==> src/rtl/mmio_uart_tx.sv <==
// Memory-mapped 8N1 UART transmitter: CPU stores feed a TX FIFO, a small FSM
// serialises each byte, and a status register reports FIFO state and overflow.
module mmio_uart_tx #(
  parameter logic [31:0] BASE_ADDR    = 32'hFFFF_0100,
  parameter int          CLKS_PER_BIT = 868,
  parameter int          FIFO_DEPTH   = 16
) (
  input  logic        clk,
  input  logic        rst_n,
  input  logic [3:0]  mem_we,
  input  logic [31:0] mem_write_addr,
  input  logic [31:0] mem_write_data,
  input  logic [31:0] mem_read_addr,
  output logic [31:0] rd_data,
  output logic        rd_hit,
  output logic        tx,
  output logic        irq
);

  localparam int          PTR_W       = (FIFO_DEPTH > 1) ? $clog2(FIFO_DEPTH) : 1;
  localparam int          CNT_W       = PTR_W + 1;
  localparam int          BAUD_W      = $clog2(CLKS_PER_BIT);
  localparam logic [31:0] STATUS_ADDR = BASE_ADDR + 32'd4;

  typedef enum logic [1:0] {IDLE, START, DATA, STOP} state_t;

  state_t             state, state_nxt;
  logic [7:0]         fifo_mem [FIFO_DEPTH];
  logic [PTR_W-1:0]   wr_ptr, rd_ptr;
  logic [CNT_W-1:0]   count;
  logic               overflow;
  logic [BAUD_W-1:0]  baud_cnt;
  logic [2:0]         bit_cnt;
  logic [7:0]         shreg;
  logic               tx_d;
  logic               pop;

  logic               fifo_empty, fifo_full, bit_done;
  logic               push_req, push_ok, clr_req;
  logic               rd_is_data, rd_is_status;
  logic [31:0]        status_word;
  logic               unused_bits;

  assign fifo_empty   = (count == '0);
  assign fifo_full    = (count == CNT_W'(FIFO_DEPTH));
  assign bit_done     = (baud_cnt == BAUD_W'(CLKS_PER_BIT - 1));
  assign push_req     = mem_we[0] && (mem_write_addr == BASE_ADDR);
  assign clr_req      = mem_we[0] && (mem_write_addr == STATUS_ADDR) && mem_write_data[3];
  // A full FIFO still takes a byte when the transmitter frees a slot in the same cycle.
  assign push_ok      = push_req && (!fifo_full || pop);
  assign rd_is_data   = (mem_read_addr == BASE_ADDR);
  assign rd_is_status = (mem_read_addr == STATUS_ADDR);
  assign status_word  = {15'd0, 9'(count), 4'd0, overflow, (state != IDLE), fifo_empty, fifo_full};
  assign irq          = fifo_empty && (state == IDLE);
  assign unused_bits  = ^{mem_we[3:1], mem_write_data[31:8]};

  // FSM: state register
  always_ff @(posedge clk or negedge rst_n) begin
    if (!rst_n) state <= IDLE;
    else        state <= state_nxt;
  end

  // FSM: next state
  always_comb begin
    state_nxt = state;
    case (state)
      IDLE:    if (!fifo_empty) state_nxt = START;
      START:   if (bit_done) state_nxt = DATA;
      DATA:    if (bit_done && (bit_cnt == 3'd7)) state_nxt = STOP;
      STOP:    if (bit_done) state_nxt = fifo_empty ? IDLE : START;
      default: state_nxt = IDLE;
    endcase
  end

  // FSM: outputs (line level before the tx flop, FIFO pop strobe)
  always_comb begin
    tx_d = 1'b1;
    pop  = 1'b0;
    case (state)
      IDLE:    pop  = !fifo_empty;
      START:   tx_d = 1'b0;
      DATA:    tx_d = shreg[0];
      STOP:    pop  = bit_done && !fifo_empty;
      default: tx_d = 1'b1;
    endcase
  end

  always_ff @(posedge clk or negedge rst_n) begin
    if (!rst_n) begin
      tx       <= 1'b1;
      baud_cnt <= '0;
      bit_cnt  <= '0;
    end else begin
      tx <= tx_d;
      if ((state == IDLE) || bit_done) baud_cnt <= '0;
      else                             baud_cnt <= baud_cnt + 1'b1;
      if (state != DATA)  bit_cnt <= '0;
      else if (bit_done)  bit_cnt <= bit_cnt + 1'b1;
    end
  end

  always_ff @(posedge clk or negedge rst_n) begin
    if (!rst_n) begin
      wr_ptr   <= '0;
      rd_ptr   <= '0;
      count    <= '0;
      overflow <= 1'b0;
    end else begin
      if (push_ok) wr_ptr <= wr_ptr + 1'b1;
      if (pop)     rd_ptr <= rd_ptr + 1'b1;
      case ({push_ok, pop})
        2'b10:   count <= count + 1'b1;
        2'b01:   count <= count - 1'b1;
        default: count <= count;
      endcase
      if (push_req && !push_ok) overflow <= 1'b1;
      else if (clr_req)         overflow <= 1'b0;
    end
  end

  always_ff @(posedge clk) begin
    if (push_ok) fifo_mem[wr_ptr] <= mem_write_data[7:0];
    if (pop)                          shreg <= fifo_mem[rd_ptr];
    else if ((state == DATA) && bit_done) shreg <= {1'b0, shreg[7:1]};
  end

  // Load response stage: one cycle after the address
  always_ff @(posedge clk or negedge rst_n) begin
    if (!rst_n) begin
      rd_hit  <= 1'b0;
      rd_data <= '0;
    end else begin
      rd_hit  <= rd_is_data || rd_is_status;
      rd_data <= rd_is_status ? status_word : 32'd0;
    end
  end

endmodule

==> config.mk <==
export PLATFORM = sky130hd
export DESIGN_NAME = mmio_uart_tx
export DESIGN_NICKNAME = d
export VERILOG_FILES = /design/src/rtl/mmio_uart_tx.sv
export SDC_FILE = /design/constraint.sdc
export NUM_CORES = 1
export LEC_CHECK = 0
export CORE_MARGIN = 2
export CORE_UTILIZATION = 47
export DETAILED_ROUTE_END_ITERATION = 8
export HOLD_SLACK_MARGIN = 0.1
export PLACE_DENSITY_LB_ADDON = 0.3
export SYNTH_ARGS = -nofsm -noshare
export SYNTH_HDL_FRONTEND = slang
export SYNTH_SLANG_ARGS = --single-unit
==> constraint.sdc <==
create_clock -name clk -period 3.2 [get_ports clk]
set_input_delay 0.8 -clock clk [delete_from_list [all_inputs] [get_ports clk]]
set_output_delay 0.8 -clock clk [all_outputs]
set_load 0.01 [all_outputs]
==> key figures <==
Run status
  – Status: completed

Pwr
  – Switching fraction of total power: 0.200
  – Power Dens Cells: 493 nW/um^2
  – Sequential power share: 0.533
  – Largest voltage drop on the vdd net: 428 uV
  – Clock power frac: 0.437
  – Combinational fraction of design power: 0.030
  – Lkg Pwr: 3.47 nW
  – Cell internal power dissipation: 3.69 mW
  – Design Power: 4.62 mW
  – Sw power: 0.926 mW

STA
  – Worst path setup slack after routing: 0.0977 ns
  – Fin. max-slew vios: 0
  – Fmax achieved: 322 MHz
  – Clock skew: 0.00924 ns
  – Setup violations, final: 0
  – Final-layout worst hold slack: 0.482 ns
  – Shortest period the worst path allows: 3.10 ns
  – Final Hold Fails: 0
  – Worst max-slew margin expressed relative to the limit: 0.397
  – RSZ-0062 raised after global routing: false
  – Post-route fraction of the period consumed by the critical path: 0.969
  – Pin slew with the least headroom to its limit: 0.905 ns

Cells and area
  – N_diodes: 0
  – Post-synthesis to final-layout area growth: 23.6%
  – Multi-input gate area in the final layout: 2320 sq um
  – Footprint of the flip-flops and latches: 5090 sq um
  – Total Nets Final: 711
  – Total of fill cells in the finished design: 1222
  – Fraction of final layout cells sized beyond drive strength 1: 0.183

Min path
  – Hold WC Path Type: reg2reg
  – Start point of the worst min-delay path: baud_cnt[0]$_DFF_PN0_

Setup path
  – CP Max Fanout: 7
  – CP Launch Type: flop
  – Launch point of the critical path: count[0]$_DFFE_PN0P_
  – Critical Path Sink Type: output pin
  – Reg2Reg Launch Point: baud_cnt[0]$_DFF_PN0_
  – Worst path required time: 2.40 ns
  – Type of the worst setup path: reg2out
  – Data arrival time of the critical path: 2.30 ns

Clocking
  – Clock root buffer: clkbuf_16
  – Number of buffers inserted during clock tree synthesis: 17
  – Clock slew at the register clock pins of the worst setup and hold paths: 0.07 ns
  – # H-tree levels: 4
  – Clock Tree Buf Depth: 2
  – Clock Latency Late Sink: 0.42 ns
  – TritonCTS sink count: 176
  – Clock tree from TritonCTS: done

GRT
  – Global Route Usage Sum: 0.194
  – Total gr overflow: 0
  – Wire length of the first global-routing pass: 24.5 mm
  – Pin count of the biggest net entering global routing: 41
  – Number of antenna violations at the first check in global routing: 0
  – Vias in the first global route: 4550

Synthesis
  – Post-synthesis async set-or-reset flop share: 0.227
  – Flops & latches, synth: 176
  – Synthesis Warnings: 0
  – Synthesized area: 7580 sq um
  – Mapped Avg Cell Area: 15.9 sq um
  – EDFF count, synth: 136
  – Library cell occupying the most area in the post-synthesis netlist: edfxtp_1
  – Most common cell in the synthesized netlist: edfxtp_1
  – Area contributors post-synth: edfxtp_1 (54%), dfrtp_1 (13%), mux4_2 (8.9%)
  – Count of cell types in the netlist: 52
  – Cells after synthesis: 477
  – Portion of synthesized cell area occupied by the leading cell type: 0.539
  – Share of synthesized area occupied by flip-flops and latches: 0.671
  – Most used flip-flop cell after synthesis: edfxtp_1
  – Synth top cells by count: edfxtp_1 (136), dfrtp_1 (39), nor2_1 (32)

Routing
  – WL/cell: 18.6 um
  – Detailed Route WL: 15.3 mm
  – TritonRoute pass-1 iters: 7
  – Drt first-iter violations: 283
  – Count of vias placed by the detailed router: 4416
  – Via density per instance: 5.38
  – DRC Markers: 0
  – Number of antenna-violating nets in the routed design: 0

Place
  – Quantity of I/O buffers inserted on ports: 86
  – Placement Setup Slack: -0.496 ns
  – HPWL after detailed placement: 10.2 mm
  – Weighted congestion reported at the end of routability-driven placement: 0.826

Die
  – Initial core utilization: 0.479
  – Io pins: 137
  – Core area: 15800 sq um
  – Die Y: 131 um
  – Die outline width: 131 um
  – Rows: 46
  – Die Footprint: 17200 sq um

Flow run
  – Max-cap violations: 0
==> registers in the layout (all words and copies together), names as in the netlist <==
| name | count |
|---|---|
| state | 2 |
| rd_hit | 1 |
| fifo_mem | 128 |
| shreg | 8 |
| wr_ptr | 4 |
| tx | 1 |
| rd_data | 9 |
| rd_ptr | 4 |
| count | 5 |
| baud_cnt | 10 |
| overflow | 1 |
| bit_cnt | 3 |
==> final timing paths <==
check                      slack (ns)  depth (start not counted)               endpoint
setup / recovery                  0.1                          3                    irq
max in group asynchronous        2.07                          1  rd_ptr[0]$_DFFE_PN0N_
hold reg to reg                  0.48                          1  baud_cnt[0]$_DFF_PN0_
setup reg to reg                 0.23                         12   count[4]$_DFFE_PN0P_
min in group asynchronous        0.51                          1   rd_data[8]$_DFF_PN0_
hold / removal                   0.48                          1  baud_cnt[0]$_DFF_PN0_
==> cell type report <==
cell class,instances,area share
clock buffers,17,0.0454
clock inverters,15,0.0162
inverters,8,0.00320
multi-input cells,270,0.247
flip-flops and latches,176,0.543
well taps,216,0.0288
repair buffers,119,0.116
==> stage by stage <==
stage	util	instance area, sq um	TNS [ns]	cells
floorplan	-	7690	-0.288	499
global placement	0.554	8770	-8.90	787
detailed placement	0.554	8770	-12.87	787
CTS	0.590	9350	0	821
global route	0.592	9370	0	821
finish	0.592	9370	0	821
==> layer usage <==
metal	vias up	track usage	routed length (um)
met5	-	0	0
met4	0	0.0569	210
li1	2020	-	-
met3	18	0.0419	769
met2	132	0.324	7810
met1	2246	0.259	6530
==> worst max-delay path, stage by stage, from the launching register on <==
cell             delay [ns]
dfrtp_1                0.46
or4_1                  0.58
nor3b_2                0.24
clkdlybuf4s50_1        0.59
==> logic make-up after synthesis <==
family / count (synthesis) / share of synthesized area
xor gates and xnor gates: 21 / 0.0243
and+or+nand+nor: 126 / 0.0922
AOI/OAI and AO/OA: 43 / 0.0411
other: 1 / 0.000495
adders and majority gates: 17 / 0.0281
buffers and inverters: 53 / 0.0396
DFF: 176 / 0.671
muxes: 40 / 0.103
==> layout by cell type, fill, tap and decap left out, types with 12 or more instances in the layout <==
| cell | instances |
|---|---|
| clkbuf_16 | 17 |
| nand4_1 | 12 |
| nor2_1 | 32 |
| nand2_1 | 22 |
| mux4_2 | 30 |
| dlygate4sd2_1 | 16 |
| clkdlybuf4s50_1 | 66 |
| ha_1 | 14 |
| and3_1 | 12 |
| dfrtp_1 | 38 |
| buf_4 | 33 |
| xor2_1 | 12 |
| conb_1 | 23 |
| edfxtp_1 | 136 |
==> power groups by stage <==
stage | Clock (mW) | Sequential (mW) | Combinational (mW)
after floorplan | 0 | 2.51 | 0.0392
after global placement | 0 | 2.51 | 0.139
after detailed placement | 0 | 2.51 | 0.145
after CTS | 2.05 | 2.46 | 0.138
after global routing | 2.15 | 2.46 | 0.151
final | 2.02 | 2.46 | 0.137
==> what timing repair did <==
item,in CTS,in global routing
pin swaps,10,4
hold endpoints to repair,0,0
setup endpoints to repair,2,1
gates resized for setup,17,5
hold buffers,0,0
setup buffers,2,0
No activity file was read; power rests on OpenSTA's default activity.
